File: config.mk
export PLATFORM = sky130hd
export DESIGN_NAME = feedback_packer
export DESIGN_NICKNAME = d
export VERILOG_FILES = /design/src/rtl/feedback_packer.sv
export SDC_FILE = /design/constraint.sdc
export NUM_CORES = 1
export LEC_CHECK = 0
export CORE_ASPECT_RATIO = 0.5
export CORE_MARGIN = 2
export CORE_UTILIZATION = 55
export DETAILED_ROUTE_END_ITERATION = 8
export PLACE_DENSITY = 0.8
export SYNTH_ARGS = -nofsm -noshare
export SYNTH_HDL_FRONTEND = slang
export SYNTH_SLANG_ARGS = --single-unit
File: constraint.sdc
create_clock -name clk -period 3.1 [get_ports clk]
set_clock_uncertainty 0.05 [all_clocks]
set_input_delay 0.465 -clock clk [delete_from_list [all_inputs] [get_ports clk]]
set_output_delay 0.465 -clock clk [all_outputs]
set_load 0.03 [all_outputs]
File: src/rtl/feedback_packer.sv
// Averages per-microframe counts over 2^AVG_LOG2 SOFs into a 32-bit feedback
// word and serializes each word LSB-first over a valid/ready byte stream.
module feedback_packer #(
   parameter int unsigned COUNT_W  = 16,
   parameter int unsigned AVG_LOG2 = 3,
   parameter int unsigned FB_SHIFT = 13
) (
   input  logic               clk,
   input  logic               rst,
   input  logic               en,
   input  logic               sof_stb,
   input  logic [COUNT_W-1:0] count_in,
   output logic [31:0]        fb_value,
   output logic               fb_update,
   output logic [7:0]         byte_data,
   output logic               byte_valid,
   input  logic               byte_ready,
   output logic               byte_last,
   output logic               overrun,
   input  logic               clr_overrun
);

   localparam int unsigned ACC_W = COUNT_W + AVG_LOG2;
   localparam logic [AVG_LOG2-1:0] CNT_MAX = '1;

   // The shifted window sum must fit the 32-bit feedback word.
   generate
      if (ACC_W + FB_SHIFT > 32) begin : g_bad_cfg
         $error("feedback_packer: COUNT_W+AVG_LOG2+FB_SHIFT exceeds 32");
      end
   endgenerate

   typedef enum logic {S_IDLE, S_SEND} state_t;

   // accumulator side
   logic [ACC_W-1:0]    acc_q, acc_d, sum_c;
   logic [AVG_LOG2-1:0] cnt_q, cnt_d;
   logic                armed_q, armed_d;
   logic [31:0]         fb_value_q, fb_value_d;
   logic                fb_update_q, fb_update_d;

   // sender side
   state_t      state_q, state_d;
   logic [31:0] word_q, word_d;
   logic [1:0]  idx_q, idx_d;
   logic [31:0] pend_q, pend_d;
   logic        pend_vld_q, pend_vld_d;
   logic        overrun_q, overrun_d;
   logic        bv_q, bv_d;
   logic [7:0]  bd_q, bd_d;
   logic        bl_q, bl_d;
   logic        load_c, ovw_c;
   logic [31:0] load_word_c;

   // Window accumulation; first SOF after enable only arms (partial frame).
   always_comb begin
      acc_d       = acc_q;
      cnt_d       = cnt_q;
      armed_d     = armed_q;
      fb_value_d  = fb_value_q;
      fb_update_d = 1'b0;
      sum_c       = acc_q + ACC_W'(count_in);
      if (!en) begin
         acc_d   = '0;
         cnt_d   = '0;
         armed_d = 1'b0;
      end else if (sof_stb) begin
         if (!armed_q) begin
            armed_d = 1'b1;
         end else begin
            cnt_d = cnt_q + AVG_LOG2'(1);
            if (cnt_q == CNT_MAX) begin
               fb_value_d  = 32'(sum_c) << FB_SHIFT;
               fb_update_d = 1'b1;
               acc_d       = '0;
            end else begin
               acc_d = sum_c;
            end
         end
      end
   end

   // Accumulator registers.
   always_ff @(posedge clk) begin
      if (rst) begin
         acc_q       <= '0;
         cnt_q       <= '0;
         armed_q     <= 1'b0;
         fb_value_q  <= '0;
         fb_update_q <= 1'b0;
      end else begin
         acc_q       <= acc_d;
         cnt_q       <= cnt_d;
         armed_q     <= armed_d;
         fb_value_q  <= fb_value_d;
         fb_update_q <= fb_update_d;
      end
   end

   // Sender next state: word load, byte stepping, pending slot and overrun.
   always_comb begin
      state_d     = state_q;
      word_d      = word_q;
      idx_d       = idx_q;
      pend_d      = pend_q;
      pend_vld_d  = pend_vld_q;
      bv_d        = bv_q;
      bd_d        = bd_q;
      bl_d        = bl_q;
      load_c      = 1'b0;
      load_word_c = '0;
      ovw_c       = 1'b0;
      case (state_q)
         S_IDLE: begin
            if (fb_update_q) begin
               load_c      = 1'b1;
               load_word_c = fb_value_q;
            end else if (pend_vld_q) begin
               load_c      = 1'b1;
               load_word_c = pend_q;
               pend_vld_d  = 1'b0;
            end
         end
         S_SEND: begin
            // A word finishing mid-send parks in the pending slot.
            if (fb_update_q) begin
               pend_d     = fb_value_q;
               pend_vld_d = 1'b1;
               ovw_c      = pend_vld_q;
            end
            if (bv_q && byte_ready) begin
               if (idx_q == 2'd3) begin
                  if (pend_vld_q) begin
                     // Pending slot drains into the sender, so a new word
                     // arriving now takes its place without overrun.
                     load_c      = 1'b1;
                     load_word_c = pend_q;
                     pend_vld_d  = fb_update_q;
                     ovw_c       = 1'b0;
                  end else if (fb_update_q) begin
                     load_c      = 1'b1;
                     load_word_c = fb_value_q;
                     pend_vld_d  = 1'b0;
                  end else begin
                     state_d = S_IDLE;
                     bv_d    = 1'b0;
                     bd_d    = '0;
                     bl_d    = 1'b0;
                  end
               end else begin
                  idx_d = idx_q + 2'd1;
                  bd_d  = 8'(word_q >> {idx_d, 3'b000});
                  bl_d  = (idx_d == 2'd3);
               end
            end
         end
         default: state_d = S_IDLE;
      endcase
      if (load_c) begin
         state_d = S_SEND;
         word_d  = load_word_c;
         idx_d   = '0;
         bv_d    = 1'b1;
         bd_d    = load_word_c[7:0];
         bl_d    = 1'b0;
      end
      overrun_d = overrun_q;
      if (clr_overrun) overrun_d = 1'b0;
      if (ovw_c)       overrun_d = 1'b1;
   end

   // Sender state register; reset drops any word in flight.
   always_ff @(posedge clk) begin
      if (rst) begin
         state_q    <= S_IDLE;
         word_q     <= '0;
         idx_q      <= '0;
         pend_q     <= '0;
         pend_vld_q <= 1'b0;
         overrun_q  <= 1'b0;
         bv_q       <= 1'b0;
         bd_q       <= '0;
         bl_q       <= 1'b0;
      end else begin
         state_q    <= state_d;
         word_q     <= word_d;
         idx_q      <= idx_d;
         pend_q     <= pend_d;
         pend_vld_q <= pend_vld_d;
         overrun_q  <= overrun_d;
         bv_q       <= bv_d;
         bd_q       <= bd_d;
         bl_q       <= bl_d;
      end
   end

   assign fb_value   = fb_value_q;
   assign fb_update  = fb_update_q;
   assign byte_data  = bd_q;
   assign byte_valid = bv_q;
   assign byte_last  = bl_q;
   assign overrun    = overrun_q;

endmodule

==> results by stage <==
Clock network:
- The number of setup buffers added after CTS is 0.
- The CTS tree is built.
- The post-cts resize count is 0.
- The hold-fix buffer count after cts is 0.
- The H-tree depth is 3.
- The clock buffer count from CTS is 9.
- The latest clock arrival within the worst-skew pair is 0.34 ns.
- After clock tree synthesis, the clock-pin slew on the worst setup and hold paths is roughly 0.070 ns.
- The maximum buffer depth of the clock tree is 2.
- Clock tree synthesis found a total of 96 sinks.
- The buffer cell driving the clock tree root is sky130_fd_sc_hd__clkbuf_16.

Placed design:
- The post-detailed-placement half-perimeter wirelength is slightly above 8 mm.
- Timing analysis after detailed placement gives a worst setup slack of 0.07192 ns.
- The count of input and output buffers is 52.
- Routability-driven placement finished with a final weighted congestion of 0.9633.

Routing:
- For this block, the initial DRC count from the detailed router was roughly 530.
- The remaining antenna violation count is 0.
- The first-pass iteration count of the detailed router is 6.
- After detailed routing, the number of vias per cell comes to 6.079.
- The total routed wirelength is 11.85 mm.
- Dividing the detail-routed wire length by the instance count gives 16.42 um.
- In the routed design, unresolved DRC markers number 0.
- For this block, the via count after detailed routing is 4389.

Logic synthesis:
- In this run, synthesis inferred 0 flip-flops with an integrated enable.
- The register bit count reported by yosys is 96.
- For this run, asynchronously set or reset flops after synthesis account for 0%.
- The leading area contributor after synthesis is sky130_fd_sc_hd__dfxtp_1.
- The number of instances in the synthesized netlist is 564.
- The synthesized design devotes to its leading area cell type approximately two fifths of total area.
- After synthesis the cells add up to 4775 um2.
- Yosys printed 0 warnings.
- The average footprint of a synthesized cell is 8.466 um2.
- The most frequently used flop master after synthesis is sky130_fd_sc_hd__dfxtp_1.
- Counting distinct cell types in the post-synthesis netlist gives 65.
- By area the synthesized netlist is led by sky130_fd_sc_hd__dfxtp_1, sky130_fd_sc_hd__nand2_1, sky130_fd_sc_hd__a21oi_1.
- Sequential cells were found to cover 40.25% of the synthesized design area.

Global route:
- The first global-routing pass estimated between 15 and 20 mm of wire.
- The number of global-route vias before repair is 3933.
- Entering global routing, the biggest net connects 72 pins.
- Global routing consumed, on the met1 layer, 37.53% of the routing resources.
- The met3 routing resource usage after global routing is 5.664%.
- The total routing usage reported by global routing is approximately a quarter.
- The total overflow left after global routing is 0.
- After global routing, the most crowded layer is met2.
- The initial antenna violation count came to 0.
- Global routing consumed, on the met2 layer, 38.72% of the routing resources.

Critical path:
- STA puts the critical path data required time at between 3 and 4 ns.
- The critical path crosses 10 cells after its start point.
- The maximum fanout count along the critical path is 5.
- Measured in cells, the most critical reg-to-reg path has a length of 9.
- The data arrival time of the critical path is 2.89 ns.
- STA classifies the critical path startpoint as an input port.
- Together, buffers and inverters on the worst path number 2.
- The cell family contributing the most delay on the critical path is compound AO/OA/AOI/OAI gates.
- Among all stages on the critical path, the largest delay is contributed by sky130_fd_sc_hd__clkdlybuf4s50_1.
- The critical path is of the in -> reg type.
- The endpoint kind of the worst setup timing path is a flip-flop.
- The signal on the critical path passes through clkdlybuf4s50_1, ha_1, inv_1, fa_1, nand2b_2, a21oi_2, o31a_1, o2111ai_1, and2_1, a221o_1.
- The biggest cell delay along the critical path is 0.46 ns.

Outcome:
- The run finished with clean final reports.

Layout:
- In the final layout, the multi-input gates occupy approximately 2600 um2.
- The net count of the finished layout is 648.
- The sequential cell area in the final layout is 1922 um2.
- The number of fillers in the final layout is 684.
- The post-route netlist has under 10% of its cells at a drive strength greater than 1.
- The area added between synthesis and finish is 17.77%.
- At the end of the flow the core is filled with cells to between 60 and 70%.
- The number of antenna diodes in the final layout is 0.

Timing:
- The accumulated negative setup slack is 0 ns.
- Across all hold checks on the routed design, the worst slack comes to between 0.4 and 0.5 ns.
- The max-slew violation count is 0.
- Setup violations remaining at the end of the flow were counted as 0.
- After layout, the worst path uses 87.39% of the clock period.
- The final-report hold violation count is 0.
- The transition time of the tightest slew-check pin is 0.7382 ns.
- Across all setup checks in the final design, the least slack found is 0.3910 ns.
- The clock period could shrink to 2.709 ns.
- Setup repair after global routing left no endpoint under its margin.
- For this run, the top clock speed supported by timing is between 0.3 and 0.4 GHz.
- The worst pin sits at a relative slew slack of 50.79%.

Power:
- The cell area power density is 438.9 nW/um2.
- The worst-case IR drop observed on VDD is 245.2 uV.
- The leakage power figure is 2.104 nW.

Die:
- The core region is 8202 um2.
- Pin placement for this block handled 66 I/O pins.
- The starting utilization of the core area is 58.22%.
- After floorplanning, the core was divided into 23 placement rows.
- The height of the chip is 69.89 um.
- The floorplan step set the die width to around 140 um.
- The die covers 9488 um2.

Worst hold path:
- The path type of the worst min-delay path is reg -> reg.
- Counting instances, the worst hold path has a depth of 2.

Job:
- Max-cap violations in this run came to 0.
==> tightest hold or removal path: cells and delay by family (launching register included) <==
kind | cells | cell delay [ns]
AOI/OAI and AO/OA | 1 | 0.05
and+or+nand+nor | 1 | 0.05
DFF | 1 | 0.31
==> cells in the final DEF (no fill, tap or decap), drive strengths merged, types with 9 or more instances in the layout <==
cell and n:
a222oi 19, nor2 61, o21ai 13, nor3 11, conb 13, nor4 9, inv 18, xnor2 9
clkbuf 9, a21oi 52, clkdlybuf4s50 51, a22oi 14, ha 20, buf 14, nand2 80, nand3 12
dfxtp 96
==> through the flow <==
step / instance area [um2] / cells / total power [mW]
finish: 5623 / 722 / 2.468
global route: 5623 / 722 / 2.555
CTS: 5623 / 722 / 2.484
detailed placement: 5336 / 706 / 1.425
global placement: 5336 / 706 / 1.425
floorplan: 4820 / 576 / 1.384
==> flip-flops by register name, summed over array words and instances, names as in the netlist <==
name / cells
acc_q: 19
armed_q: 1
byte_data: 8
byte_last: 1
byte_valid: 1
cnt_q: 3
fb_update: 1
fb_value: 19
idx_q: 2
overrun: 1
pend_q: 19
pend_vld_q: 1
state_q: 1
word_q: 19
==> synth_stat cells (all sizes together) (4+ instances only) <==
library cell  instances
inv                  14
and3                  6
buf                  23
mux2i                 4
nand3                12
nand2b                4
dfxtp                96
a211o                 5
nor4                  9
o21a                  4
a221o                 6
nor2                 61
mux2                  5
xnor2                 9
nor3b                 5
a21o                  4
a222oi               19
a21oi                52
nor3                 11
clkbuf               24
a22oi                14
nor4b                 5
nand3b                6
nand2                80
and2                  5
o211ai                4
o21ai                13
ha                   20
==> cell families (layout without fill, tap and decap cells) <==
group | Yosys count | count (layout) | share of synthesized area (%)
buf+inv | 62 | 96 | 6.132
simple gates | 215 | 215 | 21.20
xor+xnor | 10 | 10 | 1.835
mux | 9 | 9 | 2.018
compound gates | 150 | 150 | 22.82
flops | 96 | 96 | 40.25
fa+ha+maj | 21 | 21 | 5.660
other cells | 1 | 13 | 0.07854
==> worst paths after layout <==
path,startpoint,to,slack [ns]
setup reg to reg,acc_q[0]$_SDFFE_PP0P_,acc_q[10]$_SDFFE_PP0P_,0.63
setup / recovery,count_in[0],acc_q[10]$_SDFFE_PP0P_,0.39
hold / removal,pend_q[20]$_SDFFE_PP0P_,pend_q[20]$_SDFFE_PP0P_,0.41
hold reg to reg,pend_q[20]$_SDFFE_PP0P_,pend_q[20]$_SDFFE_PP0P_,0.41
==> per-layer routing <==
metal / part of all wire, % / routed length [um] / up-vias
li1: - / - / 2123
met1: 48 / 5687 / 2093
met2: 45 / 5300 / 159
met3: 6.4 / 763 / 14
met4: 0.86 / 102 / 0
met5: 0 / 0 / -
==> power by group <==
part / total, mW / internal, mW / switching [mW] / leakage (nW)
Clock: 1.07 / 0.561 / 0.505 / 0.140
Combinational: 0.164 / 0.0575 / 0.107 / 1.19
Sequential: 1.24 / 1.24 / 0.00182 / 0.773
==> layout make-up <==
cell class / count / area share (%)
clock buffer: 9 / 4.005
clock inverter: 7 / 1.090
inverter: 15 / 1.001
multi-input combinational: 418 / 46.33
sequential: 96 / 34.18
tap: 112 / 2.492
timing repair buffer: 65 / 10.90
Note: power is estimated with default switching activity, not from simulation.
==> patch 1: new RTL, config.mk and constraints unchanged <==
`fb_value_q` no longer has a reset.
--- a/src/rtl/feedback_packer.sv
+++ b/src/rtl/feedback_packer.sv
@@ -86,15 +86,17 @@
          acc_q       <= '0;
          cnt_q       <= '0;
          armed_q     <= 1'b0;
-         fb_value_q  <= '0;
          fb_update_q <= 1'b0;
       end else begin
          acc_q       <= acc_d;
          cnt_q       <= cnt_d;
          armed_q     <= armed_d;
-         fb_value_q  <= fb_value_d;
          fb_update_q <= fb_update_d;
       end
+   end
+
+   always_ff @(posedge clk) begin
+      fb_value_q <= fb_value_d;
    end
 
    // Sender next state: word load, byte stepping, pending slot and overrun.
Function: changed (Yosys sat finds a counterexample within 10 cycles, from zero or initial values and one cycle with rst high; the reset may be asserted at any time).
==> patch 1 against the original RTL <==
- routed wire length down 15%
- design area shrank 4.4%
- sequential cell count unchanged
- synthesized area shrank 5.3%
- die area down 5.1%
- via count is 17% lower
- first-iteration DRC count up 0.38%
- final cell count is 11% lower
- setup slack better by 0.10 ns
- total power grew 1.1%
- global-route usage shrank 2.2 points
- critical path type unchanged
- largest cell class unchanged
==> patch 1: results (changes against the original RTL) <==
outcome -> finished, final reports clean (unchanged)
Via density -> 5.707 (was 6.079)
EDFF count, synth -> 19 (was 0)
mux share of post-synthesis cell area -> 0.02131 (was 0.02018)
Global Route Usage Sum -> 0.2358 (was 0.2580)
crit path DAT -> 2.65 ns (was 2.89 ns)
later-pin clock latency in the skew report -> 0.36 ns (was 0.34 ns)
normalized max-slew margin -> 0.4885 (was 0.5079)
largest net degree at the start of global routing -> 56 (was 72)
routability cong. -> 0.8949 (was 0.9633)
met3 wire len -> 573 um (was 763 um)
xor/xnor share of the synthesized area -> 0.03099 (was 0.01834)
met1 wire length -> 4750 um (was 5687 um)
grt met3 use -> 0.06370 (was 0.05664)
r2r setup slk -> 0.72 ns (was 0.63 ns)
placed cell area -> 5085 um2 (was 5336 um2)
Leakage -> 2.111 nW (was 2.104 nW)
worst slack at placement -> 0.1477 ns (was 0.07192 ns)
post-synthesis cell type count -> 61 (was 65)
FF-to-FF End -> fb_value[29] (was acc_q[10])
commonest cells in the synthesized netlist -> dfxtp_1 (77), nand2_1 (60), nor2_1 (55) (was dfxtp_1 (96), nand2_1 (79), nor2_1 (61))
Fin Hold WS -> 0.4053 ns (was 0.4067 ns)
first-pass GRT wire length -> 16,470 um (was 19,610 um)
TritonCTS buffer count -> 9 (unchanged)
Final Routed Wirelength -> 10,030 um (was 11,850 um)
M2 GR Usage -> 0.3802 (was 0.3872)
Synth area leaders -> dfxtp_1 (34%), edfxtp_1 (13%), ha_1 (5.5%), nand2_1 (5.0%), nor2_1 (4.6%) (was dfxtp_1 (40%), nand2_1 (6.2%), a21oi_1 (5.3%), ha_1 (5.2%), nor2_1 (4.8%))
Crit path max-delay family -> compound AO/OA/AOI/OAI gates (unchanged)
vias in the first global route -> 3,288 (was 3,933)
slowest stage delay, CP -> 0.41 ns (was 0.46 ns)
Cells after Synth -> 478 (was 564)
Peak VDD IR -> 0.2903 mV (was 0.2452 mV)
Worst Hold Class -> reg2reg (unchanged)
post-synthesis adder-cell area fraction -> 0.05977 (was 0.05660)
RR Startpoint -> acc_q[0] (unchanged)
hpwl dp -> 6988 um (was 8185 um)
Non-Filler Instances -> 642 (was 722)
Detailed Route Iter0 Violations -> 527 (was 525)
Min-Delay Endpoint -> pend_q[19] (was pend_q[20])
drt pass-1 iters -> 8 (was 6)
GR Util met1 -> 0.3097 (was 0.3753)
post-placement cell count -> 626 (was 706)
sequential share of the synthesized area -> 0.4671 (was 0.4025)
layout cells sized above 1 -> 0.08868 (was 0.07541)
DR WL met2 -> 4537 um (was 5300 um)
hold path start -> pend_q[19] (was pend_q[20])
r2r worst-path depth -> 9 (unchanged)
Sw Ratio -> 0.2272 (was 0.2489)
Layout Nets -> 568 (was 648)
setup slack after layout -> 0.4939 ns (was 0.3910 ns)
complex-gate fraction of the synthesized area -> 0.2120 (was 0.2282)
patch 1: cell types whose count changed after synthesis, moves of 5 or more:
cell,before,now
nor3b_1,5,0
nand3_1,12,6
edfxtp_1,0,19
nor4b_1,5,0
nand3b_1,6,0
a22o_1,0,6
nand2_1,79,60
a21oi_1,51,39
a221o_1,6,0
nor3_1,11,6
nor4_1,8,0
nor2_1,61,55
clkbuf_1,24,17
dfxtp_1,96,77
patch 1: power groups by stage:
stage	combinational, mW	clock, mW	sequential (mW)
2_1_floorplan	0.107	0	1.30
3_3_place_gp	0.140	0	1.30
3_5_place_dp	0.142	0	1.30
4_1_cts	0.143	1.09	1.28
5_1_grt	0.157	1.14	1.28
6_report	0.144	1.07	1.28
patch 1: cell type report:
cell class | count | area, um2
Timing Repair Buffer | 59 | 568.0
Clock inverter | 4 | 31.28
Sequential cell | 96 | 2112
Clock buffer | 12 | 257.7
Tap cell | 112 | 140.1
Multi-Input combinational cell | 343 | 2205
Fill cell | 652 | 2626
Inverter | 16 | 60.06
==> patch 2: new RTL, same settings <==
Made on the original files. Set the parameter `AVG_LOG2` to 2 (it was 3).
--- a/src/rtl/feedback_packer.sv
+++ b/src/rtl/feedback_packer.sv
@@ -2,7 +2,7 @@
 // word and serializes each word LSB-first over a valid/ready byte stream.
 module feedback_packer #(
    parameter int unsigned COUNT_W  = 16,
-   parameter int unsigned AVG_LOG2 = 3,
+   parameter int unsigned AVG_LOG2 = 2,
    parameter int unsigned FB_SHIFT = 13
 ) (
    input  logic               clk,
Function: changed (a bounded check fails within 10 cycles, from zero or initial values and one cycle with rst high).
==> patch 2 against the original RTL <==
- synthesized area shrank 6.8%
- setup slack got worse by 0.012 ns
- design area shrank 6.1%
- count of clock-buffer cells in the layout up 2
- sequential cell count is 5 lower
- routed wire length is 6.2% lower
- total power decreased by 3.9%
- critical endpoint is now acc_q[16]
- largest power group unchanged
==> patch 2: results (changes against the original RTL) <==
outcome -> finished, final reports clean (unchanged)
vias in the first global route -> 3,563 (was 3,933)
sequential share of the synthesized area -> 0.4094 (was 0.4025)
worst slack at placement -> 0.04916 ns (was 0.07192 ns)
post-placement cell count -> 675 (was 706)
Crit Path Max Fanout -> 7 (was 5)
Leakage -> 2.005 nW (was 2.104 nW)
commonest cells in the synthesized netlist -> dfxtp_1 (91), nand2_1 (79), nor2_1 (62) (was dfxtp_1 (96), nand2_1 (79), nor2_1 (61))
fill count -> 691 (was 684)
layout cells sized above 1 -> 0.07106 (was 0.07541)
DR WL met2 -> 4990 um (was 5300 um)
hold path start -> byte_data[7] (was pend_q[20])
PortBufs -> 51 (was 52)
Worst Max-Slew Pin Slew -> 0.7825 ns (was 0.7382 ns)
met1 wire length -> 5256 um (was 5687 um)
grt met3 use -> 0.06006 (was 0.05664)
seq pwr -> 1.17 mW (was 1.24 mW)
Global Route Usage Sum -> 0.2519 (was 0.2580)
Cells after Synth -> 533 (was 564)
Peak VDD IR -> 0.3798 mV (was 0.2452 mV)
placed cell area -> 5001 um2 (was 5336 um2)
r2r worst-path depth -> 8 (was 9)
GR Util met1 -> 0.3403 (was 0.3753)
met3 wire len -> 738 um (was 763 um)
FF-to-FF End -> acc_q[16] (was acc_q[10])
Min-Delay Endpoint -> byte_data[7] (was pend_q[20])
routability cong. -> 0.9399 (was 0.9633)
Layout Nets -> 616 (was 648)
Power Combinational -> 0.157 mW (was 0.164 mW)
vias -> 4,107 (was 4,389)
fin area -> 5279 um2 (was 5623 um2)
sw power -> 0.5625 mW (was 0.6143 mW)
largest net degree at the start of global routing -> 68 (was 72)
Sw Ratio -> 0.2372 (was 0.2489)
first-pass GRT wire length -> 17,650 um (was 19,610 um)
Fin Hold WS -> 0.4015 ns (was 0.4067 ns)
==> patch 2: cell count changes in the layout (fill, tap and decap cells not counted), moves of 3 or more <==
| cell | change |
|---|---|
| a211o_1 | -3 |
| a21o_1 | +3 |
| a2111oi_2 | -3 |
| nor4b_1 | -5 |
| nand4_1 | +4 |
| o21ai_0 | +5 |
| dfxtp_1 | -5 |
| nor3_1 | -4 |
| nor3b_1 | -3 |
| nor4_1 | -5 |
| a221o_1 | -6 |
| nand3b_1 | -5 |
==> patch 2: logic make-up after synthesis <==
group	after synthesis	share of synthesized area
AND/OR/NAND/NOR	193	0.1907
AO/OA/AOI/OAI	146	0.2298
flip-flops	91	0.4094
buffers and inverters	60	0.06412
adder cells (fa/ha/maj)	20	0.05793
XOR/XNOR	13	0.02559
multiplexers	9	0.02165
other	1	0.0008428
==> patch 2: layout make-up <==
cell class	instances	area share
multi-input combinational	395	0.4530
sequential	91	0.3451
timing repair buffer	63	0.1128
clock buffer	11	0.04788
inverter	14	0.009955
tap	112	0.02655
clock inverter	3	0.004740
